$ cat config.mk
export PLATFORM = sky130hd
export DESIGN_NAME = ffre_bank
export DESIGN_NICKNAME = d
export VERILOG_FILES = /design/src/rtl/ffre_pkg.sv /design/src/rtl/ffre_chan.sv /design/src/rtl/ffre_bank.sv
export SDC_FILE = /design/constraint.sdc
export NUM_CORES = 1
export LEC_CHECK = 0
export CAP_MARGIN = 40
export CORE_MARGIN = 3
export CORE_UTILIZATION = 45
export CTS_CLUSTER_DIAMETER = 100
export DETAILED_ROUTE_END_ITERATION = 8
export DONT_BUFFER_PORTS = 1
export PLACE_DENSITY_LB_ADDON = 0.2
export SLEW_MARGIN = 20
export SYNTH_ARGS = -nofsm -noshare
export SYNTH_HDL_FRONTEND = slang
export SYNTH_SLANG_ARGS = --single-unit
$ cat constraint.sdc
create_clock -name clk -period 1.1 [get_ports clk]
set_input_delay 0.22 -clock clk [delete_from_list [all_inputs] [get_ports clk]]
set_output_delay 0.22 -clock clk [all_outputs]
set_load 0.005 [all_outputs]
$ cat src/rtl/ffre_pkg.sv
// Shared limits, enable-polarity encodings and the fill-counter width helper
// used by the ffre_bank shift-register bank and its channel module.
package ffre_pkg;

  localparam int WIDTH_MIN = 1;
  localparam int WIDTH_MAX = 64;
  localparam int CHANS_MIN = 1;
  localparam int CHANS_MAX = 16;
  localparam int DEPTH_MIN = 1;
  localparam int DEPTH_MAX = 8;

  localparam int ENA_POL_LOW  = 0;
  localparam int ENA_POL_HIGH = 1;

  // Bits needed to count 0..depth inclusive.
  function automatic int cnt_width(input int depth);
    return $clog2(depth + 1);
  endfunction

endpackage

$ cat src/rtl/ffre_chan.sv
// One channel: DEPTH-stage enabled shift register with saturating fill count.
// Registered parity of q only when FFRE_BANK_PARITY_EN is defined.
module ffre_chan
  import ffre_pkg::*;
#(
  parameter int WIDTH   = 8,
  parameter int DEPTH   = 2,
  parameter int ENA_POL = ENA_POL_HIGH
) (
  input  logic             clk,
  input  logic             clr,
  input  logic             ena,
  input  logic             sclr,
  input  logic [WIDTH-1:0] d,
  output logic [WIDTH-1:0] q,
  output logic             vld,
  output logic             par
);

  localparam int CW = cnt_width(DEPTH);
  localparam logic [CW-1:0] FULL = CW'(DEPTH);

  if (WIDTH < WIDTH_MIN || WIDTH > WIDTH_MAX) begin : g_bad_width
    $error("ffre_chan: WIDTH out of range");
  end
  if (DEPTH < DEPTH_MIN || DEPTH > DEPTH_MAX) begin : g_bad_depth
    $error("ffre_chan: DEPTH out of range");
  end
  if (ENA_POL != ENA_POL_LOW && ENA_POL != ENA_POL_HIGH) begin : g_bad_pol
    $error("ffre_chan: ENA_POL must be 0 or 1");
  end

  logic [WIDTH-1:0] stage_q [DEPTH];
  logic [WIDTH-1:0] stage_d [DEPTH];
  logic [CW-1:0]    cnt_q, cnt_d;
  logic             vld_q, vld_d;
  logic             en_act;

  assign en_act = (ENA_POL == ENA_POL_HIGH) ? ena : ~ena;

  // sclr wins over the enable on the same edge.
  always_comb begin
    stage_d = stage_q;
    cnt_d   = cnt_q;
    if (sclr) begin
      for (int s = 0; s < DEPTH; s++) stage_d[s] = '0;
      cnt_d = '0;
    end else if (en_act) begin
      stage_d[0] = d;
      for (int s = 1; s < DEPTH; s++) stage_d[s] = stage_q[s-1];
      if (cnt_q != FULL) cnt_d = cnt_q + 1'b1;
    end
    vld_d = (cnt_d == FULL);
  end

  always_ff @(posedge clk or negedge clr) begin
    if (!clr) begin
      for (int s = 0; s < DEPTH; s++) stage_q[s] <= '0;
      cnt_q <= '0;
      vld_q <= 1'b0;
    end else begin
      for (int s = 0; s < DEPTH; s++) stage_q[s] <= stage_d[s];
      cnt_q <= cnt_d;
      vld_q <= vld_d;
    end
  end

  assign q   = stage_q[DEPTH-1];
  assign vld = vld_q;

`ifdef FFRE_BANK_PARITY_EN
  logic par_q, par_d;

  // Parity of the value about to enter the last stage keeps par aligned with q.
  assign par_d = ^stage_d[DEPTH-1];

  always_ff @(posedge clk or negedge clr) begin
    if (!clr) par_q <= 1'b0;
    else      par_q <= par_d;
  end

  assign par = par_q;
`else
  assign par = 1'b0;
`endif

endmodule

$ cat src/rtl/ffre_bank.sv
// Bank of CHANS independent enabled shift-register channels (ffre_chan).
// Optional registered parity output enabled by macro FFRE_BANK_PARITY_EN.
module ffre_bank
  import ffre_pkg::*;
#(
  parameter int WIDTH   = 8,
  parameter int CHANS   = 4,
  parameter int DEPTH   = 2,
  parameter int ENA_POL = ENA_POL_HIGH
) (
  input  logic                   clk,
  input  logic                   clr,
  input  logic [CHANS-1:0]       ena,
  input  logic [CHANS-1:0]       sclr,
  input  logic [CHANS*WIDTH-1:0] d,
  output logic [CHANS*WIDTH-1:0] q,
  output logic [CHANS-1:0]       vld,
  output logic [CHANS-1:0]       par
);

  if (CHANS < CHANS_MIN || CHANS > CHANS_MAX) begin : g_bad_chans
    $error("ffre_bank: CHANS out of range");
  end

  for (genvar i = 0; i < CHANS; i++) begin : g_chan
    ffre_chan #(
      .WIDTH   (WIDTH),
      .DEPTH   (DEPTH),
      .ENA_POL (ENA_POL)
    ) u_chan (
      .clk  (clk),
      .clr  (clr),
      .ena  (ena[i]),
      .sclr (sclr[i]),
      .d    (d[i*WIDTH +: WIDTH]),
      .q    (q[i*WIDTH +: WIDTH]),
      .vld  (vld[i]),
      .par  (par[i])
    );
  end

endmodule

==> key figures <==
Die
  • Die W: 94.4 µm
  • I/O pin count: 82
  • Core area: 7410 µm²
  • Die Area: 8900 µm²
  • Initial Util: 0.474
  • Row cnt: 31
  • Die height: 94.4 µm

Synth
  • Top cells by area, synth: dfrtp_1 54%, mux2i_1 20%, buf_4 8.5%
  • Synthesized instance count: 298
  • Synth area leader: dfrtp_1
  • Post-synth top flop: dfrtp_1
  • Ys async rst share: 1.00
  • Synth Area in Compound Gates: 0.0114
  • Seq/Total Area, Yosys: 0.541
  • Combinational family with the most area after synthesis: multiplexers
  • Synthesized area: 3510 µm²
  • Post-synthesis cell type count: 18
  • EDFF count, synth: 0
  • YS warnings: 0
  • Mux cell area share after synthesis: 0.202
  • FF+latch count, synth: 76
  • Xor/xnor share of the synthesized area: 0
  • Most common cell in the netlist: dfrtp_1
  • Synth top area share: 0.541
  • Adder-Cell Fraction of Synth Area: 0.0142
  • Syn avg cell area: 11.8 µm²
  • Commonest cells post-synth: 76 x dfrtp_1, 71 x mux2i_1, 71 x nor2_1, 40 x buf_4
  • Post-Synth Simple-Gate Area: 0.0901

Placed design
  • Placed instance area: 3190 µm²
  • Gp weighted congestion: 0.668
  • Placed cell count: 344
  • I/O Buffers: 0
  • Hpwl dp: 3520 µm
  • Worst slack, placed: 25.9 ps

Worst setup path
  • Startpoint class of the critical path: flop
  • CP max stage cell: dfrtp_1
  • Critical path type: flop to flop
  • Critical path arrival: 1310 ps
  • Crit path max fanout: 3
  • Required @ worst endpoint: 1350 ps
  • Cells along the critical path: inv_1, ha_1, or2_2, o32ai_2
  • Crit. End Element: flop
  • CP bufs+invs: 1
  • Max stage delay on crit path: 370 ps
  • Worst path top cell family by delay: flip-flops

Timing
  • Layout Skew: 11.9 ps
  • Minimum clock period: 1060 ps
  • Final Hold Fails: 152
  • Fin Hold WS: -429 ps
  • Setup_tns: 0 ps
  • Slew Viols, Final: 0
  • Fmax: 943 MHz
  • # setup viols final: 0
  • Final worst-path setup slack: 39.4 ps
  • Fin crit share: 0.964

Clock network
  • Clock root buffer: clkbuf_8
  • CTS max path bufs: 2
  • TritonCTS clock tree: yes
  • Clk sinks: 76
  • H-tree levels: 3
  • Clock Pin Slew Worst Setup and Hold Paths: 80 ps
  • TritonCTS buffer count: 9
  • CTS Hold Bufs: 1
  • Clk_lat worst skew: 330 ps

Power
  • Pwr dens: 1660 nW/µm²
  • P_sw: 1.18 mW
  • Pint: 4.52 mW
  • VDD IR max: 0.728 mV
  • Clk pwr share: 0.413
  • Logic pwr share: 0.057
  • Net Sw Frac: 0.208
  • Leakage: 1.77 nW
  • Register share of total power: 0.530

Status
  • Status: finished with violations
  • Failing checks: negative hold slack

Cells and area
  • Area delta synth->final: -1.96%
  • Final instance area: 3440 µm²
  • Diode count: 0
  • Final net count: 305
  • Non-Filler Instances: 362
  • Share of post-route cells with drive strength above 1: 0.0722

Drt
  • 1st-pass router iterations: 3
  • Routed Wire Length: 5470 µm
  • Post-route ant nets: 0
  • Wirelength per Cell: 15.1 µm
  • Via count: 1,758
  • Starting DRC count in detailed routing: 64
  • DRC: 0
  • Vias per inst: 4.86

GRT
  • All-Layer GR Usage: 0.130
  • Largest net degree at the start of global routing: 77
  • Vias in the first global route: 1,803
  • First-pass GRT wire length: 8980 µm
  • Number of antenna violations at the first check in global routing: 0
  • Grt total ovfl: 0

Worst hold path
  • HP Class: input port to async pin

Run
  • MaxCap Viol Count: 0
-- layout by cell type, fill, tap and decap left out --
master	instances
a21oi_1	1
buf_4	2
bufinv_16	2
clkbuf_8	11
clkinv_2	1
clkinvlp_4	1
conb_1	4
dfrtp_1	76
dlygate4sd3_1	1
ha_1	4
inv_1	8
mux2i_1	71
nand2_1	1
nand2b_1	1
nand4bb_1	3
nor2_1	71
o32ai_2	1
o41ai_1	3
or2_2	1
-- stage by stage --
step | util | hold slack [ps] | total power, mW
finish | 0.465 | -429 | 5.70
global route | 0.465 | -460 | 5.97
CTS | 0.462 | -455 | 5.78
detailed placement | 0.430 | -73.6 | 3.39
global placement | 0.430 | -73.6 | 3.37
floorplan | - | -75.6 | 3.53
-- worst paths after layout --
| kind | start | to | slack (ps) | cells past startpoint |
|---|---|---|---|---|
| min in group clk | sclr[0] | g_chan[0].u_chan.cnt_q[0] | -60 | 1 |
| max in group asynchronous | clr | g_chan[1].u_chan.cnt_q[0] | 1410 | 0 |
| worst min-delay path | clr | g_chan[0].u_chan.vld | -430 | 0 |
| worst max-delay path | g_chan[3].u_chan.cnt_q[0] | g_chan[3].u_chan.vld | 40 | 4 |
| worst max register to register | g_chan[3].u_chan.cnt_q[0] | g_chan[3].u_chan.vld | 40 | 4 |
| worst min register to register | g_chan[2].u_chan.cnt_q[0] | g_chan[2].u_chan.vld | 480 | 1 |
-- routing by layer --
layer | vias to the layer above | GRT usage | routed length [µm]
li1 | 858 | - | -
met3 | 8 | 0.0478 | 420
met4 | 0 | 0.0722 | 89
met1 | 842 | 0.176 | 2520
met2 | 50 | 0.181 | 2440
met5 | - | 0 | 0
-- state kept, by name (all words and copies together), names as in the netlist --
name and cells:
g_chan.u_chan.stage_q 32, g_chan.u_chan.cnt_q 8, g_chan.u_chan.vld 4, g_chan.u_chan.q 32
-- cell type report --
cell class              instances  area (µm²)
repair buffers                  3        25.0
inverters                       8        30.0
flip-flops and latches         76        1900
fillers                       679        3960
well taps                      99         124
clock inverters                 4        72.6
clock buffers                  11         151
multi-input cells             161        1140
-- what timing repair did --
item	in CTS	in global routing
buffers inserted	0	2
gates resized for setup	0	1
endpoints found under the setup margin	0	4
endpoints found under the hold margin	152	152
-- power by group through the flow --
| stage | registers (mW) | clock network [mW] | logic [mW] |
|---|---|---|---|
| 2_1_floorplan | 3.04 | 0 | 0.492 |
| 3_3_place_gp | 3.07 | 0 | 0.298 |
| 3_5_place_dp | 3.08 | 0 | 0.311 |
| 4_1_cts | 3.02 | 2.44 | 0.316 |
| 5_1_grt | 3.04 | 2.55 | 0.380 |
| 6_report | 3.02 | 2.36 | 0.326 |
-- kinds of logic after synthesis --
group | after synthesis
simple gates | 77
flops | 76
mux | 71
buf+inv | 64
compound gates | 5
fa+ha+maj | 4
other cells | 1
Note: power is estimated with default switching activity, not from simulation.
